<file path="src/rtl/regfile_pkg.sv">
// regfile_pkg: shared defaults, select type and range helper for the register file.
// Latency: n/a (types and a pure function only).
// Backpressure: n/a.
package regfile_pkg;

  localparam int REGFILE_DEF_WIDTH    = 16;
  localparam int REGFILE_DEF_NUM_REGS = 8;
  localparam int REGFILE_MAX_RD       = 4;

  // Selects of any configured width are widened into this type before range
  // checks, so one helper serves every instance regardless of SEL_W.
  localparam int REGFILE_SEL_MAX_W = 32;
  typedef logic [REGFILE_SEL_MAX_W-1:0] regSel_t;

  // A select is usable only if it addresses an implemented register. This
  // matters when NUM_REGS is not a power of two and SEL_W can encode extras.
  function automatic logic sel_in_range(input regSel_t sel, input int unsigned numRegs);
    return (sel < numRegs);
  endfunction

endpackage

</file>
<file path="src/rtl/regfile_param_if.sv">
// regfile_param_if: read/write bus of the register file (decode reads, writeback writes).
// Latency: read outputs are combinational from selects; writes land on the rising clock edge.
// Backpressure: none; every write and read is accepted in its cycle.
//
// Ports (master = datapath, slave = register file):
//   read_sel   NUM_RD*SEL_W  packed read selects, port i at [i*SEL_W +: SEL_W]
//   write_sel  SEL_W         write register select
//   write_data WIDTH         write data
//   write_en   1             write enable
//   read_data  NUM_RD*WIDTH  packed read data, port i at [i*WIDTH +: WIDTH]
//   read_valid NUM_RD        selected register written since reset
//   err        1             error in the current cycle
//   err_sticky 1             latched error, cleared only by reset
interface regfile_param_if #(
  parameter int WIDTH    = 16,
  parameter int NUM_REGS = 8,
  parameter int NUM_RD   = 2
);
  localparam int SEL_W = $clog2(NUM_REGS);

  logic [NUM_RD*SEL_W-1:0] read_sel;
  logic [SEL_W-1:0]        write_sel;
  logic [WIDTH-1:0]        write_data;
  logic                    write_en;
  logic [NUM_RD*WIDTH-1:0] read_data;
  logic [NUM_RD-1:0]       read_valid;
  logic                    err;
  logic                    err_sticky;

  modport master (
    output read_sel, write_sel, write_data, write_en,
    input  read_data, read_valid, err, err_sticky
  );

  modport slave (
    input  read_sel, write_sel, write_data, write_en,
    output read_data, read_valid, err, err_sticky
  );

endinterface

</file>
<file path="src/rtl/regfile_rdport.sv">
// regfile_rdport: one combinational read port (mux, range check, optional write bypass).
// Latency: zero cycles, purely combinational.
// Backpressure: none.
//
// Ports: rdSel in, regArray/wrMark in (storage and scoreboard), rdData/rdValid/rdOob out.
// With REGFILE_BYPASS_EN defined, wrEn/wrSel/wrData are also inputs and a matching
// in-range write is forwarded to this port in the same cycle.
module regfile_rdport
  import regfile_pkg::*;
#(
  parameter int WIDTH    = REGFILE_DEF_WIDTH,
  parameter int NUM_REGS = REGFILE_DEF_NUM_REGS,
  parameter int SEL_W    = $clog2(NUM_REGS)
) (
  input  logic [SEL_W-1:0]    rdSel,
  input  logic [WIDTH-1:0]    regArray [NUM_REGS],
  input  logic [NUM_REGS-1:0] wrMark,
`ifdef REGFILE_BYPASS_EN
  input  logic                wrEn,
  input  logic [SEL_W-1:0]    wrSel,
  input  logic [WIDTH-1:0]    wrData,
`endif
  output logic [WIDTH-1:0]    rdData,
  output logic                rdValid,
  output logic                rdOob
);

  always_comb begin
    rdData  = '0;
    rdValid = 1'b0;
    rdOob   = !sel_in_range(regSel_t'(rdSel), NUM_REGS);

    // Unimplemented indices read as an unwritten zero register.
    if (!rdOob) begin
      rdData  = regArray[rdSel];
      rdValid = wrMark[rdSel];
    end

`ifdef REGFILE_BYPASS_EN
    // Forward the write that lands on this edge; deliberately not gated by
    // reset, so the reset cycle still shows the incoming write data.
    if (wrEn && sel_in_range(regSel_t'(wrSel), NUM_REGS) && (rdSel == wrSel)) begin
      rdData  = wrData;
      rdValid = 1'b1;
    end
`endif
  end

endmodule

</file>
<file path="src/rtl/regfile_param.sv">
// regfile_param: NUM_REGS x WIDTH register file, NUM_RD read ports, written scoreboard, error flags.
// Latency: reads combinational; writes and scoreboard update on the rising edge of clk.
// Backpressure: none; out-of-range accesses are dropped and flagged on err/err_sticky.
//
// Ports: clk, rst (synchronous, active high), bus (regfile_param_if.slave; see interface).
// Optional feature macro: REGFILE_BYPASS_EN (same-cycle write-to-read forwarding per port).
module regfile_param
  import regfile_pkg::*;
#(
  parameter int WIDTH    = REGFILE_DEF_WIDTH,
  parameter int NUM_REGS = REGFILE_DEF_NUM_REGS,
  parameter int NUM_RD   = 2
) (
  input  logic           clk,
  input  logic           rst,
  regfile_param_if.slave bus
);

  localparam int SEL_W = $clog2(NUM_REGS);

  logic [WIDTH-1:0]    regArray [NUM_REGS];
  logic [NUM_REGS-1:0] wrMark;
  logic                writeInRange;
  logic                writeAccept;
  logic [NUM_RD-1:0]   rdOob;
  logic                xErr;

  assign writeInRange = sel_in_range(regSel_t'(bus.write_sel), NUM_REGS);
  assign writeAccept  = bus.write_en && writeInRange;

  // Storage and scoreboard; reset takes priority over a coincident write.
  always_ff @(posedge clk) begin
    if (rst) begin
      for (int i = 0; i < NUM_REGS; i++) begin
        regArray[i] <= '0;
      end
      wrMark <= '0;
    end else if (writeAccept) begin
      regArray[bus.write_sel] <= bus.write_data;
      wrMark[bus.write_sel]   <= 1'b1;
    end
  end

  for (genvar i = 0; i < NUM_RD; i++) begin : gRdPort
    regfile_rdport #(
      .WIDTH    (WIDTH),
      .NUM_REGS (NUM_REGS),
      .SEL_W    (SEL_W)
    ) uRdPort (
      .rdSel    (bus.read_sel[i*SEL_W +: SEL_W]),
      .regArray (regArray),
      .wrMark   (wrMark),
`ifdef REGFILE_BYPASS_EN
      .wrEn     (bus.write_en),
      .wrSel    (bus.write_sel),
      .wrData   (bus.write_data),
`endif
      .rdData   (bus.read_data[i*WIDTH +: WIDTH]),
      .rdValid  (bus.read_valid[i]),
      .rdOob    (rdOob[i])
    );
  end

  // An undriven or unknown write enable is a datapath bug worth flagging in
  // simulation; hardware has no X, so the term vanishes in synthesis.
  always_comb begin
    xErr = 1'b0;
`ifndef SYNTHESIS
    xErr = $isunknown(bus.write_en);
`endif
    bus.err = (bus.write_en && !writeInRange) || (|rdOob) || xErr;
  end

  always_ff @(posedge clk) begin
    if (rst) begin
      bus.err_sticky <= 1'b0;
    end else begin
      bus.err_sticky <= bus.err_sticky | bus.err;
    end
  end

endmodule

</file>
<file path="src/flat_wrapper.sv">
// flat-port wrapper written by rule: the top's interface ports become plain ports
module regfile_param_flat import regfile_pkg::*;
#(
  parameter int WIDTH    = REGFILE_DEF_WIDTH,
  parameter int NUM_REGS = REGFILE_DEF_NUM_REGS,
  parameter int NUM_RD   = 2
)
  (clk, rst, bus_read_sel, bus_write_sel, bus_write_data, bus_write_en, bus_read_data, bus_read_valid, bus_err, bus_err_sticky);
  regfile_param_if #(.WIDTH(WIDTH), .NUM_REGS(NUM_REGS), .NUM_RD(NUM_RD)) bus_i ();
  input  logic clk;
  input  logic rst;
  input wire logic [$bits(bus_i.read_sel)-1:0] bus_read_sel;
  input wire logic [$bits(bus_i.write_sel)-1:0] bus_write_sel;
  input wire logic [$bits(bus_i.write_data)-1:0] bus_write_data;
  input wire logic [$bits(bus_i.write_en)-1:0] bus_write_en;
  output wire logic [$bits(bus_i.read_data)-1:0] bus_read_data;
  output wire logic [$bits(bus_i.read_valid)-1:0] bus_read_valid;
  output wire logic [$bits(bus_i.err)-1:0] bus_err;
  output wire logic [$bits(bus_i.err_sticky)-1:0] bus_err_sticky;
  assign bus_i.read_sel = bus_read_sel;
  assign bus_i.write_sel = bus_write_sel;
  assign bus_i.write_data = bus_write_data;
  assign bus_i.write_en = bus_write_en;
  assign bus_read_data = bus_i.read_data;
  assign bus_read_valid = bus_i.read_valid;
  assign bus_err = bus_i.err;
  assign bus_err_sticky = bus_i.err_sticky;
  regfile_param #(.WIDTH(WIDTH), .NUM_REGS(NUM_REGS), .NUM_RD(NUM_RD)) u_core (.clk(clk), .rst(rst), .bus(bus_i));
endmodule
</file>
<file path="config.mk">
export PLATFORM = sky130hd
export DESIGN_NAME = regfile_param_flat
export DESIGN_NICKNAME = d
export VERILOG_FILES = /design/src/rtl/regfile_pkg.sv /design/src/rtl/regfile_param_if.sv /design/src/rtl/regfile_rdport.sv /design/src/rtl/regfile_param.sv /design/src/flat_wrapper.sv
export SDC_FILE = /design/constraint.sdc
export NUM_CORES = 1
export LEC_CHECK = 0
export ABC_AREA = 1
export CAP_MARGIN = 20
export CORE_AREA = 2 2 154 156
export CTS_BUF_LIST = sky130_fd_sc_hd__clkbuf_8
export CTS_CLUSTER_SIZE = 14
export DETAILED_ROUTE_END_ITERATION = 7
export DIE_AREA = 0 0 156 158
export GPL_ROUTABILITY_DRIVEN = 0
export GPL_TIMING_DRIVEN = 1
export PLACE_DENSITY = 0.59
export SETUP_SLACK_MARGIN = 0.02
export SLEW_MARGIN = 20
export SYNTH_ARGS = -nofsm -noshare
export SYNTH_HDL_FRONTEND = slang
export SYNTH_HIERARCHICAL = 1
export SYNTH_SLANG_ARGS = --single-unit
export TNS_END_PERCENT = 1
</file>
<file path="constraint.sdc">
create_clock -name clk -period 1.05 [get_ports clk]
set_input_delay 0.105 -clock clk [delete_from_list [all_inputs] [get_ports clk]]
set_output_delay 0.105 -clock clk [all_outputs]
set_load 0.01 [all_outputs]
</file>
==> reports/qor.txt <==
post-synth net total -> 1693
CTS clk-pin slew, worst paths -> 90 ps
final hold vios -> 0
Via density -> 4.821
io pins -> 64
fillers -> 2426
Slew Limit Fails -> 0
first-pass GRT wire length -> 48.66 mm
Cell Area, Synth -> 9102 um2
largest net degree at the start of global routing -> 54
CP startpoint -> u_core/regArray[83]
Die X -> 156 um
Area Growth Syn to Fin -> 25.29%
Final Core Density -> 49.47%
failing checks -> setup timing
Routed Antenna Nets -> 0
Pwr Density -> 1171 nW/um2
Hold Crit Depth -> 6
total congestion overflow -> 0
Crit path required time -> 940 ps
reg2reg start -> u_core/regArray[120]
root buf cell -> clkbuf_8
multi-input combinational cell area -> 4798 um2
Max Cap Viol -> 0
die area -> 24650 um2
register area -> 2897 um2
Detailed Route Iter0 Violations -> 751
FMAX -> 691.1 MHz
share of layout cells above drive strength 1 -> 20.30%
Clock Skews -> 0 ps
Starting Density -> 39.49%
number of diodes -> 0
CTS tree -> yes
CP endpoint kind -> output pin
cell count after synthesis -> 1665
Total Wirelength -> 30.70 mm
DRC -> 0
final net count -> 1755
via count -> 9781
wire length per cell -> 15.13 um
Rows -> 56
maximum fanout along the worst path -> 3
H-tree levels -> 4
critical path arrival -> 1340 ps
startpoint types -> flop
RSZ-0062 raised after global routing -> yes
final setup violation count -> 34
initial antenna violation count -> 0
setup bufs post-CTS -> 0
First-pass DRT Iterations -> 5
Inserted Clock Buffers -> 17
Distinct cells, synth -> 17
WS Path Type -> flop to output pin
worst vdd ir -> 0.0007103 V
setup slack after placement -> -922.3 ps
slack of the critical path -> -396.9 ps
sequential share of the synthesized area -> 30.13%
Core ar. -> 23050 um2
Worst-Skew Late Latency -> 450 ps
Final period util -> 137.8%
FF+latch count, synth -> 137
fin crit period -> 1447 ps
IO buf count -> 62
Die Ht -> 158 um
status -> complete, but fails checks
Yosys Warn Count -> 6
Post-CTS Hold Fix Bufs -> 0
CTS max path bufs -> 2
vias in the first global route -> 9193
GRT Total Usage -> 25.54%
DPL Wire Length -> 19.88 mm
# clock sinks -> 137
HP Class -> input port to flop
r2r worst-path depth -> 3
synthesized area per cell -> 5.467 um2
Leakage -> 5.530 nW
hold path startpoint -> bus_write_en
==> synth_stat cells (all sizes together) <==
cell	n	area, um2
nor2	286	1131
clkbuf	9	33.78
inv	299	1122
buf	89	573.1
nand2	592	2237
clkinv	2	7.510
dfxtp	137	2743
or2	1	6.260
conb	2	7.510
nand3	248	1241
==> cell type report <==
| cell class | instances | area share (%) |
|---|---|---|
| multi-input combinational | 1129 | 42.07 |
| tap | 290 | 3.182 |
| clock buffer | 18 | 2.172 |
| sequential | 137 | 25.40 |
| clock inverter | 13 | 1.492 |
| inverter | 301 | 9.940 |
| timing repair buffer | 141 | 15.74 |
==> cell families after synthesis <==
kind of cell | Yosys count | share of synthesized area, %
AND/OR/NAND/NOR | 1127 | 50.71
other | 2 | 0.08250
buffers and inverters | 399 | 19.08
flip-flops | 137 | 30.13
==> flip-flops by register name, indices dropped and copies added, names as in the netlist <==
name	count
u_core/regArray	128
u_core/wrMark	8
u_core/bus.err_sticky	1
==> repair_timing <==
item,in CTS,in global routing
endpoints found under the hold margin,0,0
cloned,2,0
pin swaps,25,39
setup endpoints to repair,42,167
gates resized for setup,281,77
==> path summary, 6_finish.rpt <==
kind / endpoint / slack, ps
worst max-delay path: bus_read_data[3] / -400
worst max register to register: u_core/regArray[120] / 320
worst min register to register: u_core/bus.err_sticky / 480
worst min-delay path: u_core/regArray[33] / 320
==> report_power, final <==
part           switching (W)  internal [W]  total [W]  leakage, nW
clock network        0.00232       0.00243    0.00474        0.202
logic                0.00180       0.00126    0.00306         4.16
registers           0.000152       0.00540    0.00556         1.17
total                0.00427       0.00909     0.0134         5.53
==> per-layer routing <==
metal	vias to the layer above	wire, um	GRT usage, %
li1	4995	-	-
met1	4421	13480	33.05
met2	318	14080	42.41
met3	47	2223	4.544
met4	0	922	9.917
met5	-	0	0
==> layout by cell type (no fill, tap or decap), drive strengths merged <==
cell and n:
bufbuf 2, nand2 592, nand3 248, conb 2, clkdlybuf4s50 19, or2 1, inv 301, dfxtp 137
clkbuf 18, dlymetal6s2s 3, clkinvlp 3, bufinv 3, buf 114, dlygate4sd2 3, clkinv 7, nor2 286
==> through the flow <==
| stage | TNS (ps) | cell area (um2) | total power (W) | hold slack, ps | cells |
|---|---|---|---|---|---|
| 3_5_place_dp | -87110 | 10630 | 0.008590 | 463.4 | 1996 |
| 6_report | -12290 | 11400 | 0.01336 | 320.1 | 2029 |
| 3_3_place_gp | -85460 | 10630 | 0.008577 | 451.2 | 1996 |
| 5_1_grt | -15500 | 11400 | 0.01400 | 347.7 | 2029 |
| 2_1_floorplan | 0 | 9102 | 0.007333 | 351.7 | 1665 |
| 4_1_cts | -13030 | 11240 | 0.01338 | 389.0 | 2029 |
==> critical path: stages, from the launching register on <==
cell,delay (ps)
dfxtp_2,360
inv_1,60
nand2_2,70
nand3_2,90
nand2_2,70
nand2_2,60
nand2_4,80
buf_6,100
(Power assumes the default switching activity.)
